[config.mk]
export PLATFORM = sky130hd
export DESIGN_NAME = sweep_controller
export DESIGN_NICKNAME = d
export VERILOG_FILES = /design/src/rtl/sweep_controller.sv
export SDC_FILE = /design/constraint.sdc
export NUM_CORES = 1
export LEC_CHECK = 0
export ABC_AREA = 0
export CORE_AREA = 5 5 57 59
export DETAILED_ROUTE_END_ITERATION = 8
export DIE_AREA = 0 0 62 64
export PLACE_DENSITY = 0.66
export SKIP_CTS_REPAIR_TIMING = 1
export SYNTH_ARGS = -nofsm -noshare
export SYNTH_HDL_FRONTEND = slang
export SYNTH_SLANG_ARGS = --single-unit
export TNS_END_PERCENT = 50
[constraint.sdc]
create_clock -name clk -period 4.1 [get_ports clk]
set_input_delay 0.82 -clock clk [delete_from_list [all_inputs] [get_ports clk]]
set_output_delay 0.82 -clock clk [all_outputs]
set_load 0.05 [all_outputs]
[src/rtl/sweep_controller.sv]
// Step-pulse driver for the marker rotator: ping-pongs between limit sensors
// with a programmable step rate and dwell, and counts completed bounces.
`timescale 1ns/1ps
module sweep_controller #(
    parameter int unsigned STEP_DIV = 4,
    parameter int unsigned DWELL    = 8,
    parameter int unsigned BOUNCE_W = 8
) (
    input  logic                clk,
    input  logic                rst_n,
    input  logic                enable,
    input  logic                start_dir,
    input  logic                sensorA,
    input  logic                sensorB,
    output logic                left,
    output logic                right,
    output logic                moving_left,
    output logic                moving_right,
    output logic                busy,
    output logic [BOUNCE_W-1:0] bounce_count
);

    localparam int unsigned PW = (STEP_DIV > 1) ? $clog2(STEP_DIV) : 1;
    localparam int unsigned DW = (DWELL > 0) ? $clog2(DWELL + 1) : 1;

    localparam logic [PW-1:0] PRE_LAST = PW'(STEP_DIV - 1);
    localparam logic [PW-1:0] PRE_FIRE = PW'(STEP_DIV - 2);
    localparam logic [DW-1:0] DW_LAST  = DW'(DWELL - 1);

    typedef enum logic [2:0] {
        S_IDLE,
        S_RUN_L,
        S_DWELL_L,
        S_RUN_R,
        S_DWELL_R
    } state_e;

    state_e              state_q, state_d;
    logic [PW-1:0]       pre_q, pre_d, pre_nxt;
    logic [DW-1:0]       dw_q, dw_d;
    logic [BOUNCE_W-1:0] cnt_q, cnt_d;
    logic                left_q, left_d;
    logic                right_q, right_d;
    logic                ml_q, ml_d;
    logic                mr_q, mr_d;
    logic                busy_q, busy_d;

    assign pre_nxt = (pre_q == PRE_LAST) ? '0 : pre_q + PW'(1);

    always_comb begin
        state_d = state_q;
        pre_d   = pre_q;
        dw_d    = dw_q;
        cnt_d   = cnt_q;
        left_d  = 1'b0;
        right_d = 1'b0;
        ml_d    = 1'b0;
        mr_d    = 1'b0;
        busy_d  = 1'b1;

        unique case (state_q)
            S_IDLE: begin
                busy_d = 1'b0;
                pre_d  = '0;
                dw_d   = '0;
                if (enable) begin
                    state_d = start_dir ? S_RUN_R : S_RUN_L;
                    ml_d    = ~start_dir;
                    mr_d    = start_dir;
                    busy_d  = 1'b1;
                end
            end
            // The pulse fires one count early so it is registered on the wrap.
            S_RUN_L: begin
                if (sensorB) begin
                    state_d = S_DWELL_L;
                    dw_d    = '0;
                    cnt_d   = cnt_q + BOUNCE_W'(1);
                end else begin
                    pre_d  = pre_nxt;
                    left_d = (pre_q == PRE_FIRE);
                    ml_d   = 1'b1;
                end
            end
            S_RUN_R: begin
                if (sensorA) begin
                    state_d = S_DWELL_R;
                    dw_d    = '0;
                    cnt_d   = cnt_q + BOUNCE_W'(1);
                end else begin
                    pre_d   = pre_nxt;
                    right_d = (pre_q == PRE_FIRE);
                    mr_d    = 1'b1;
                end
            end
            S_DWELL_L: begin
                if (dw_q == DW_LAST) begin
                    state_d = S_RUN_R;
                    pre_d   = '0;
                    mr_d    = 1'b1;
                end else begin
                    dw_d = dw_q + DW'(1);
                end
            end
            S_DWELL_R: begin
                if (dw_q == DW_LAST) begin
                    state_d = S_RUN_L;
                    pre_d   = '0;
                    ml_d    = 1'b1;
                end else begin
                    dw_d = dw_q + DW'(1);
                end
            end
            default: begin
                state_d = S_IDLE;
                busy_d  = 1'b0;
            end
        endcase

        // Dropping enable wins over any sensor seen in the same cycle.
        if (!enable && state_q != S_IDLE) begin
            state_d = S_IDLE;
            pre_d   = '0;
            dw_d    = '0;
            cnt_d   = cnt_q;
            left_d  = 1'b0;
            right_d = 1'b0;
            ml_d    = 1'b0;
            mr_d    = 1'b0;
            busy_d  = 1'b0;
        end
    end

    always_ff @(posedge clk) begin
        if (!rst_n) begin
            state_q <= S_IDLE;
            pre_q   <= '0;
            dw_q    <= '0;
            cnt_q   <= '0;
            left_q  <= 1'b0;
            right_q <= 1'b0;
            ml_q    <= 1'b0;
            mr_q    <= 1'b0;
            busy_q  <= 1'b0;
        end else begin
            state_q <= state_d;
            pre_q   <= pre_d;
            dw_q    <= dw_d;
            cnt_q   <= cnt_d;
            left_q  <= left_d;
            right_q <= right_d;
            ml_q    <= ml_d;
            mr_q    <= mr_d;
            busy_q  <= busy_d;
        end
    end

    assign left         = left_q;
    assign right        = right_q;
    assign moving_left  = ml_q;
    assign moving_right = mr_q;
    assign busy         = busy_q;
    assign bounce_count = cnt_q;

endmodule

==> flow_results.xml, run 1 <==
<?xml version="1.0" encoding="UTF-8"?>
<metrics>
  <group name="run_status">
    <metric name="outcome" unit="">finished, final reports clean</metric>
  </group>
  <group name="yosys">
    <metric name="synth.cell_area" unit="um2">1130</metric>
    <metric name="post-synth-top-area-fraction" unit="%">39.0</metric>
    <metric name="share_of_the_synthesized_area_in_compound_gates_ao_oa_aoi_oai" unit="%">17.4</metric>
    <metric name="synth.largest_area_cell" unit="">sky130_fd_sc_hd__dfxtp_1</metric>
    <metric name="ranking_of_synthesized_cells_by_instance_count" unit="">sky130_fd_sc_hd__dfxtp_1, sky130_fd_sc_hd__nor2_1, sky130_fd_sc_hd__a21oi_1, sky130_fd_sc_hd__nand2_1, sky130_fd_sc_hd__inv_1</metric>
    <metric name="async_reset_ff_share" unit="%">0</metric>
    <metric name="ys_top_cells_by_area" unit="">sky130_fd_sc_hd__dfxtp_1, sky130_fd_sc_hd__a21oi_1, sky130_fd_sc_hd__ha_1</metric>
    <metric name="yosysUniqueCellTypes" unit="">44</metric>
    <metric name="ys_ff_latch" unit="">22</metric>
    <metric name="synth_edf_count" unit="">0</metric>
    <metric name="yosys_warnings" unit="">0</metric>
    <metric name="post_synth_fa_ha_maj_area_fraction" unit="%">4.43</metric>
    <metric name="simple_gate_share_of_the_synthesized_area" unit="%">26.8</metric>
    <metric name="synth.avg_cell_area" unit="um2">8.76</metric>
    <metric name="mappedNetlistNets" unit="">139</metric>
    <metric name="synth_cells" unit="">129</metric>
    <metric name="synth_top_family_by_area" unit="">simple AND/OR/NAND/NOR gates</metric>
    <metric name="post_synth_mux_area_share" unit="%">3.43</metric>
    <metric name="yosys.area_share.xor_xnor" unit="%">5.43</metric>
    <metric name="yosys.cell_count.top_type" unit="">sky130_fd_sc_hd__dfxtp_1</metric>
    <metric name="synth_top_flop_cell" unit="">sky130_fd_sc_hd__dfxtp_1</metric>
    <metric name="seq_area_frac_synth" unit="%">39.0</metric>
  </group>
  <group name="place">
    <metric name="dp_slack" unit="ns">1.50</metric>
    <metric name="hpwl" unit="um">1780</metric>
    <metric name="globalplace.congestion" unit="">0.821</metric>
    <metric name="placedInstanceArea" unit="um2">1330</metric>
    <metric name="port_buffers" unit="">18</metric>
  </group>
  <group name="pwr">
    <metric name="cellPowerDensity" unit="nW/um2">291</metric>
    <metric name="peakVddDrop" unit="mV">0.228</metric>
    <metric name="leakagePower" unit="nW">0.475</metric>
  </group>
  <group name="timing">
    <metric name="final.setup.worst_slack" unit="ns">1.69</metric>
    <metric name="finalHoldWorstSlack" unit="ns">0.488</metric>
    <metric name="setup_repair_after_global_routing_missed_its_margin" unit="">no</metric>
    <metric name="period_needed" unit="ns">2.41</metric>
    <metric name="worst_slew_pin_slew" unit="ns">0.531</metric>
    <metric name="finalSetupViolations" unit="">0</metric>
    <metric name="layout_worst_path_cycle_share" unit="%">58.7</metric>
    <metric name="worst_clock_skew" unit="ns">0.00356</metric>
    <metric name="peak_clock_frequency_supported_by_timing" unit="MHz">416</metric>
    <metric name="maxSlewViolCount" unit="">0</metric>
    <metric name="finalHoldViolations" unit="">0</metric>
    <metric name="tns" unit="ns">0</metric>
    <metric name="worst_slew_margin_rel" unit="%">64.3</metric>
  </group>
  <group name="floorplanning">
    <metric name="num_rows" unit="">19</metric>
    <metric name="dieWidth" unit="um">62</metric>
    <metric name="design.die.area" unit="um2">3970</metric>
    <metric name="core_area" unit="um2">2660</metric>
    <metric name="dieHeight" unit="um">64</metric>
    <metric name="initial_core_util" unit="%">42.4</metric>
    <metric name="ioPinCount" unit="">19</metric>
  </group>
  <group name="grt">
    <metric name="grt_pass1_wl" unit="um">4020</metric>
    <metric name="grt_pass1_vias" unit="">920</metric>
    <metric name="grt_overflow_total" unit="">0</metric>
    <metric name="grt_util_all_layers" unit="%">13.2</metric>
    <metric name="grt_max_degree" unit="">17</metric>
    <metric name="antenna_violations_before_repair" unit="">0</metric>
  </group>
  <group name="route">
    <metric name="drc_errors" unit="">0</metric>
    <metric name="detail_route.wirelength.met1" unit="um">1040</metric>
    <metric name="detailroute.wirelength.met2" unit="um">1230</metric>
    <metric name="via_count" unit="">995</metric>
    <metric name="routed-wl-met3" unit="um">97</metric>
    <metric name="final_antenna_net_count" unit="">0</metric>
    <metric name="number_of_iterations_in_the_first_detailed_routing_pass" unit="">4</metric>
    <metric name="top_layer" unit="">met4</metric>
    <metric name="vias_per_cell" unit="">5.56</metric>
    <metric name="wl" unit="um">2420</metric>
    <metric name="detail_route.iter0.violations" unit="">35</metric>
    <metric name="route.detailed.wl_per_inst" unit="um">13.5</metric>
  </group>
  <group name="clock_network">
    <metric name="cts-root-to-sink-buffers" unit="">2</metric>
    <metric name="cts_tree" unit="">yes</metric>
    <metric name="clock_root_buffer_master" unit="">sky130_fd_sc_hd__clkbuf_4</metric>
    <metric name="h-tree-depth" unit="">1</metric>
    <metric name="post_cts_clock_slew_at_the_launch_and_capture_registers_of_the_worst_setup_and_hold_paths" unit="ns">0.12</metric>
    <metric name="worstSkewPairLatency" unit="ns">0.31</metric>
    <metric name="cts_inserted_buffers" unit="">3</metric>
    <metric name="clkSinkCount" unit="">22</metric>
  </group>
  <group name="finish">
    <metric name="finalCoreUtilization" unit="%">51.4</metric>
    <metric name="post-route-cell-area" unit="um2">1370</metric>
    <metric name="drive_gt1_share" unit="%">7.43</metric>
    <metric name="final_net_count" unit="">159</metric>
    <metric name="areaGrowthSynthToFinish" unit="%">21.0</metric>
    <metric name="n_antenna_cell" unit="">0</metric>
    <metric name="num-fill-cells" unit="">257</metric>
  </group>
  <group name="setup_path">
    <metric name="critPathBufInv" unit="">1</metric>
    <metric name="cp_max_fo" unit="">6</metric>
    <metric name="cp.required" unit="ns">3.28</metric>
    <metric name="crit_path_max_incr_delay" unit="ns">0.84</metric>
    <metric name="worst_setup_path_end_kind" unit="">output port</metric>
    <metric name="timing.critical_path.arrival" unit="ns">1.59</metric>
    <metric name="worst-setup-path-type" unit="">reg -&gt; out</metric>
    <metric name="startpoint_type" unit="">flop</metric>
    <metric name="worstPathCellList" unit="">clkdlybuf4s50_1</metric>
    <metric name="worst_path_dominant_cell_family" unit="">buffers and inverters</metric>
    <metric name="cpMaxStageDelayCell" unit="">sky130_fd_sc_hd__clkdlybuf4s50_1</metric>
  </group>
  <group name="hold_path">
    <metric name="worstHoldPathType" unit="">reg -&gt; reg</metric>
  </group>
  <group name="run">
    <metric name="cap_violations" unit="">0</metric>
  </group>
</metrics>
## cell usage in the layout, fill, tap and decap left out, types with 3 or more instances in the layout
master,synthesis,layout
sky130_fd_sc_hd__nand2_1,10,10
sky130_fd_sc_hd__clkdlybuf4s50_1,0,18
sky130_fd_sc_hd__o22ai_1,3,3
sky130_fd_sc_hd__nand2b_1,3,3
sky130_fd_sc_hd__xnor2_1,4,4
sky130_fd_sc_hd__xor2_1,3,3
sky130_fd_sc_hd__a21oi_1,10,10
sky130_fd_sc_hd__dfxtp_1,22,22
sky130_fd_sc_hd__nand3_1,5,5
sky130_fd_sc_hd__nor2_1,12,12
sky130_fd_sc_hd__o21ai_0,5,5
sky130_fd_sc_hd__inv_1,6,6
sky130_fd_sc_hd__ha_1,4,4
sky130_fd_sc_hd__clkbuf_4,0,3
sky130_fd_sc_hd__nor3_1,3,3
## layer usage
metal  up-vias  track usage, %
met1       454            15.7
met2        22            21.2
li1        513               -
met5         -               0
met4         0            5.84
met3         6            3.82
## state kept, by name (all words and copies together), names as in the netlist
signal / cells
right: 1
bounce_count: 8
moving_left: 1
left: 1
busy: 1
state_q: 3
dw_q: 4
moving_right: 1
pre_q: 2
## stage by stage
step	total power, mW	std cells
floorplan	0.263	129
global placement	0.280	175
detailed placement	0.281	175
CTS	0.404	179
global route	0.422	179
finish	0.397	179
## logic make-up after synthesis
| kind of cell | Yosys count |
|---|---|
| flip-flops | 22 |
| multiplexers | 3 |
| AO/OA/AOI/OAI | 30 |
| XOR/XNOR | 7 |
| buffers and inverters | 9 |
| adder cells (fa/ha/maj) | 4 |
| AND/OR/NAND/NOR | 54 |
## report_power, final
group | leakage (nW) | switching [mW] | internal [mW]
combinational | 0.276 | 0.0294 | 0.0216
sequential | 0.178 | 0.00710 | 0.218
clock | 0.0210 | 0.0670 | 0.0543
## final timing paths
kind,from,end,slack (ns),cells past startpoint
max,bounce_count[2]$_SDFFE_PN0P_,bounce_count[2],1.69,1
min reg2reg,bounce_count[7]$_SDFFE_PN0P_,bounce_count[7]$_SDFFE_PN0P_,0.49,2
min,bounce_count[7]$_SDFFE_PN0P_,bounce_count[7]$_SDFFE_PN0P_,0.49,2
max reg2reg,state_q[1]$_SDFFE_PP0P_,pre_q[0]$_SDFFE_PP0P_,2.13,4
## cell type report
| class | instances | area [um2] | share of cell area (%) |
|---|---|---|---|
| tap | 31 | 38.8 | 2.84 |
| timing repair buffer | 18 | 180 | 13.2 |
| multi-input combinational | 98 | 649 | 47.5 |
| clock buffer | 4 | 36.3 | 2.65 |
| inverter | 6 | 22.5 | 1.65 |
| sequential | 22 | 440 | 32.2 |
No activity file was read; power rests on OpenSTA's default activity.
==> inputs of run 2 (changes only) <==
Clock period 4.1 ns to 2.25 ns, I/O delays scaled along.
==> run 2 against run 1 <==
  * Combinational power up 91%
  * Total power up 71%
  * Clock skew down 0.00093 ns
  * Global-route usage is 0.29 points higher
  * Via count grew 2.3%
  * Wire length up 0.54%
  * Flip-flop and latch count did not move
  * Critical path depth did not move
  * Cell area rose by 0.64%
  * First-iteration DRC count stayed put
  * Critical path type unchanged
==> flow_results.xml, run 2 (synthesized netlist as in run 1, its figures left out) <==
<?xml version="1.0" encoding="UTF-8"?>
<metrics>
  <group name="clock_network">
    <metric name="post_cts_clock_slew_at_the_launch_and_capture_registers_of_the_worst_setup_and_hold_paths" unit="ns">0.11</metric>
    <metric name="worstSkewPairLatency" unit="ns">0.30</metric>
    <metric name="cts_tree" unit="">yes</metric>
    <metric name="clkSinkCount" unit="">22</metric>
    <metric name="cts-root-to-sink-buffers" unit="">2</metric>
    <metric name="cts_inserted_buffers" unit="">3</metric>
    <metric name="clock_root_buffer_master" unit="">sky130_fd_sc_hd__clkbuf_4</metric>
    <metric name="h-tree-depth" unit="">1</metric>
  </group>
  <group name="finish">
    <metric name="post_layout_nonfiller_instances" unit="">181</metric>
    <metric name="final_net_count" unit="">162</metric>
    <metric name="drive_gt1_share" unit="%">8.67</metric>
    <metric name="areaGrowthSynthToFinish" unit="%">21.8</metric>
    <metric name="n_antenna_cell" unit="">0</metric>
    <metric name="final_cell_mix" unit="">sky130_fd_sc_hd__dfxtp_1, sky130_fd_sc_hd__clkdlybuf4s50_1, sky130_fd_sc_hd__nor2_1</metric>
    <metric name="largest_register_ffs" unit="">8</metric>
    <metric name="most_common_cell_after_layout_fill_and_taps_aside" unit="">sky130_fd_sc_hd__dfxtp_1</metric>
    <metric name="num-fill-cells" unit="">267</metric>
  </group>
  <group name="pwr">
    <metric name="leakagePower" unit="nW">0.483</metric>
    <metric name="cellPowerDensity" unit="nW/um2">494</metric>
    <metric name="peakVddDrop" unit="mV">0.343</metric>
  </group>
  <group name="setup_path">
    <metric name="crit_path_max_incr_delay" unit="ns">0.83</metric>
    <metric name="worst_setup_path_end_kind" unit="">output port</metric>
    <metric name="cp_max_fo" unit="">6</metric>
    <metric name="startpoint_type" unit="">flop</metric>
    <metric name="critPathBufInv" unit="">1</metric>
    <metric name="worstPathCellList" unit="">clkdlybuf4s50_1</metric>
    <metric name="timing.critical_path.arrival" unit="ns">1.57</metric>
    <metric name="cp.required" unit="ns">1.80</metric>
    <metric name="worst-setup-path-type" unit="">reg -&gt; out</metric>
    <metric name="cpMaxStageDelayCell" unit="">sky130_fd_sc_hd__clkdlybuf4s50_1</metric>
    <metric name="worst_path_dominant_cell_family" unit="">buffers and inverters</metric>
  </group>
  <group name="place">
    <metric name="place.detailed.instances" unit="">178</metric>
    <metric name="globalplace.congestion" unit="">0.848</metric>
    <metric name="dp_slack" unit="ns">0.0281</metric>
    <metric name="port_buffers" unit="">18</metric>
    <metric name="hpwl" unit="um">1840</metric>
  </group>
  <group name="route">
    <metric name="via_count" unit="">1018</metric>
    <metric name="vias_per_cell" unit="">5.62</metric>
    <metric name="number_of_iterations_in_the_first_detailed_routing_pass" unit="">4</metric>
    <metric name="final_antenna_net_count" unit="">0</metric>
    <metric name="drc_errors" unit="">0</metric>
    <metric name="routed-wl-met3" unit="um">97</metric>
    <metric name="top_layer" unit="">met4</metric>
    <metric name="route.detailed.wl_per_inst" unit="um">13.4</metric>
    <metric name="detailroute.wirelength.met2" unit="um">1200</metric>
    <metric name="wl" unit="um">2430</metric>
    <metric name="detail_route.iter0.violations" unit="">35</metric>
    <metric name="detail_route.wirelength.met1" unit="um">1100</metric>
  </group>
  <group name="floorplanning">
    <metric name="core_area" unit="um2">2660</metric>
    <metric name="dieHeight" unit="um">64</metric>
    <metric name="initial_core_util" unit="%">42.4</metric>
    <metric name="dieWidth" unit="um">62</metric>
    <metric name="design.die.area" unit="um2">3970</metric>
    <metric name="ioPinCount" unit="">19</metric>
    <metric name="num_rows" unit="">19</metric>
  </group>
  <group name="timing">
    <metric name="layout_worst_path_cycle_share" unit="%">89.6</metric>
    <metric name="worst_clock_skew" unit="ns">0.00262</metric>
    <metric name="tns" unit="ns">0</metric>
    <metric name="worst_slew_margin_rel" unit="%">66.7</metric>
    <metric name="final.setup.worst_slack" unit="ns">0.233</metric>
    <metric name="peak_clock_frequency_supported_by_timing" unit="MHz">496</metric>
    <metric name="finalHoldViolations" unit="">0</metric>
    <metric name="maxSlewViolCount" unit="">0</metric>
    <metric name="finalSetupViolations" unit="">0</metric>
    <metric name="period_needed" unit="ns">2.02</metric>
    <metric name="worst_slew_pin_slew" unit="ns">0.498</metric>
    <metric name="setup_repair_after_global_routing_missed_its_margin" unit="">no</metric>
  </group>
  <group name="grt">
    <metric name="grt_max_degree" unit="">17</metric>
    <metric name="grt_util_all_layers" unit="%">13.5</metric>
    <metric name="grt_pass1_wl" unit="um">4170</metric>
    <metric name="grt_pass1_vias" unit="">944</metric>
    <metric name="grt_overflow_total" unit="">0</metric>
    <metric name="antenna_violations_before_repair" unit="">0</metric>
  </group>
  <group name="run">
    <metric name="cap_violations" unit="">0</metric>
  </group>
  <group name="hold_path">
    <metric name="worstHoldPathType" unit="">reg -&gt; reg</metric>
  </group>
  <group name="run_status">
    <metric name="outcome" unit="">finished, final reports clean</metric>
  </group>
</metrics>
-- run 2: final timing paths --
kind	from	to	slack, ns	cells past startpoint
setup reg to reg	state_q[1]$_SDFFE_PP0P_	pre_q[1]$_SDFFE_PP0P_	0.39	4
hold reg to reg	bounce_count[7]$_SDFFE_PN0P_	bounce_count[7]$_SDFFE_PN0P_	0.49	2
setup / recovery	bounce_count[2]$_SDFFE_PN0P_	bounce_count[2]	0.23	1
hold / removal	bounce_count[7]$_SDFFE_PN0P_	bounce_count[7]$_SDFFE_PN0P_	0.49	2
-- run 2: routing by layer --
layer  vias to the layer above  GRT usage (%)
li1                        518              -
met1                       474           16.9
met2                        22           21.4
met3                         4           4.43
met4                         0           4.24
met5                         -              0
-- run 2: report_power, final --
part / leakage, nW / switching [mW] / internal [mW]
clock network: 0.0138 / 0.111 / 0.0625
registers: 0.178 / 0.0120 / 0.397
logic: 0.291 / 0.0555 / 0.0422
-- run 2: area by class of cell --
class                           instances  area (um2)  share of cell area (%)
Clock buffer                            3        22.5                    1.64
Inverter                                6        22.5                    1.64
Multi-Input combinational cell         98         649                    47.2
Sequential cell                        22         440                    32.0
Tap cell                               31        38.8                    2.82
Timing Repair Buffer                   21         203                    14.7
-- run 2: per-stage QoR --
step                instance area [um2]  util [%]  power [mW]  hold WS [ns]
floorplan                          1130         -       0.480         0.452
global placement                   1350      50.8       0.513         0.467
detailed placement                 1350      50.8       0.515         0.469
CTS                                1380      51.7       0.691         0.489
global route                       1380      51.7       0.716         0.530
finish                             1380      51.7       0.680         0.486
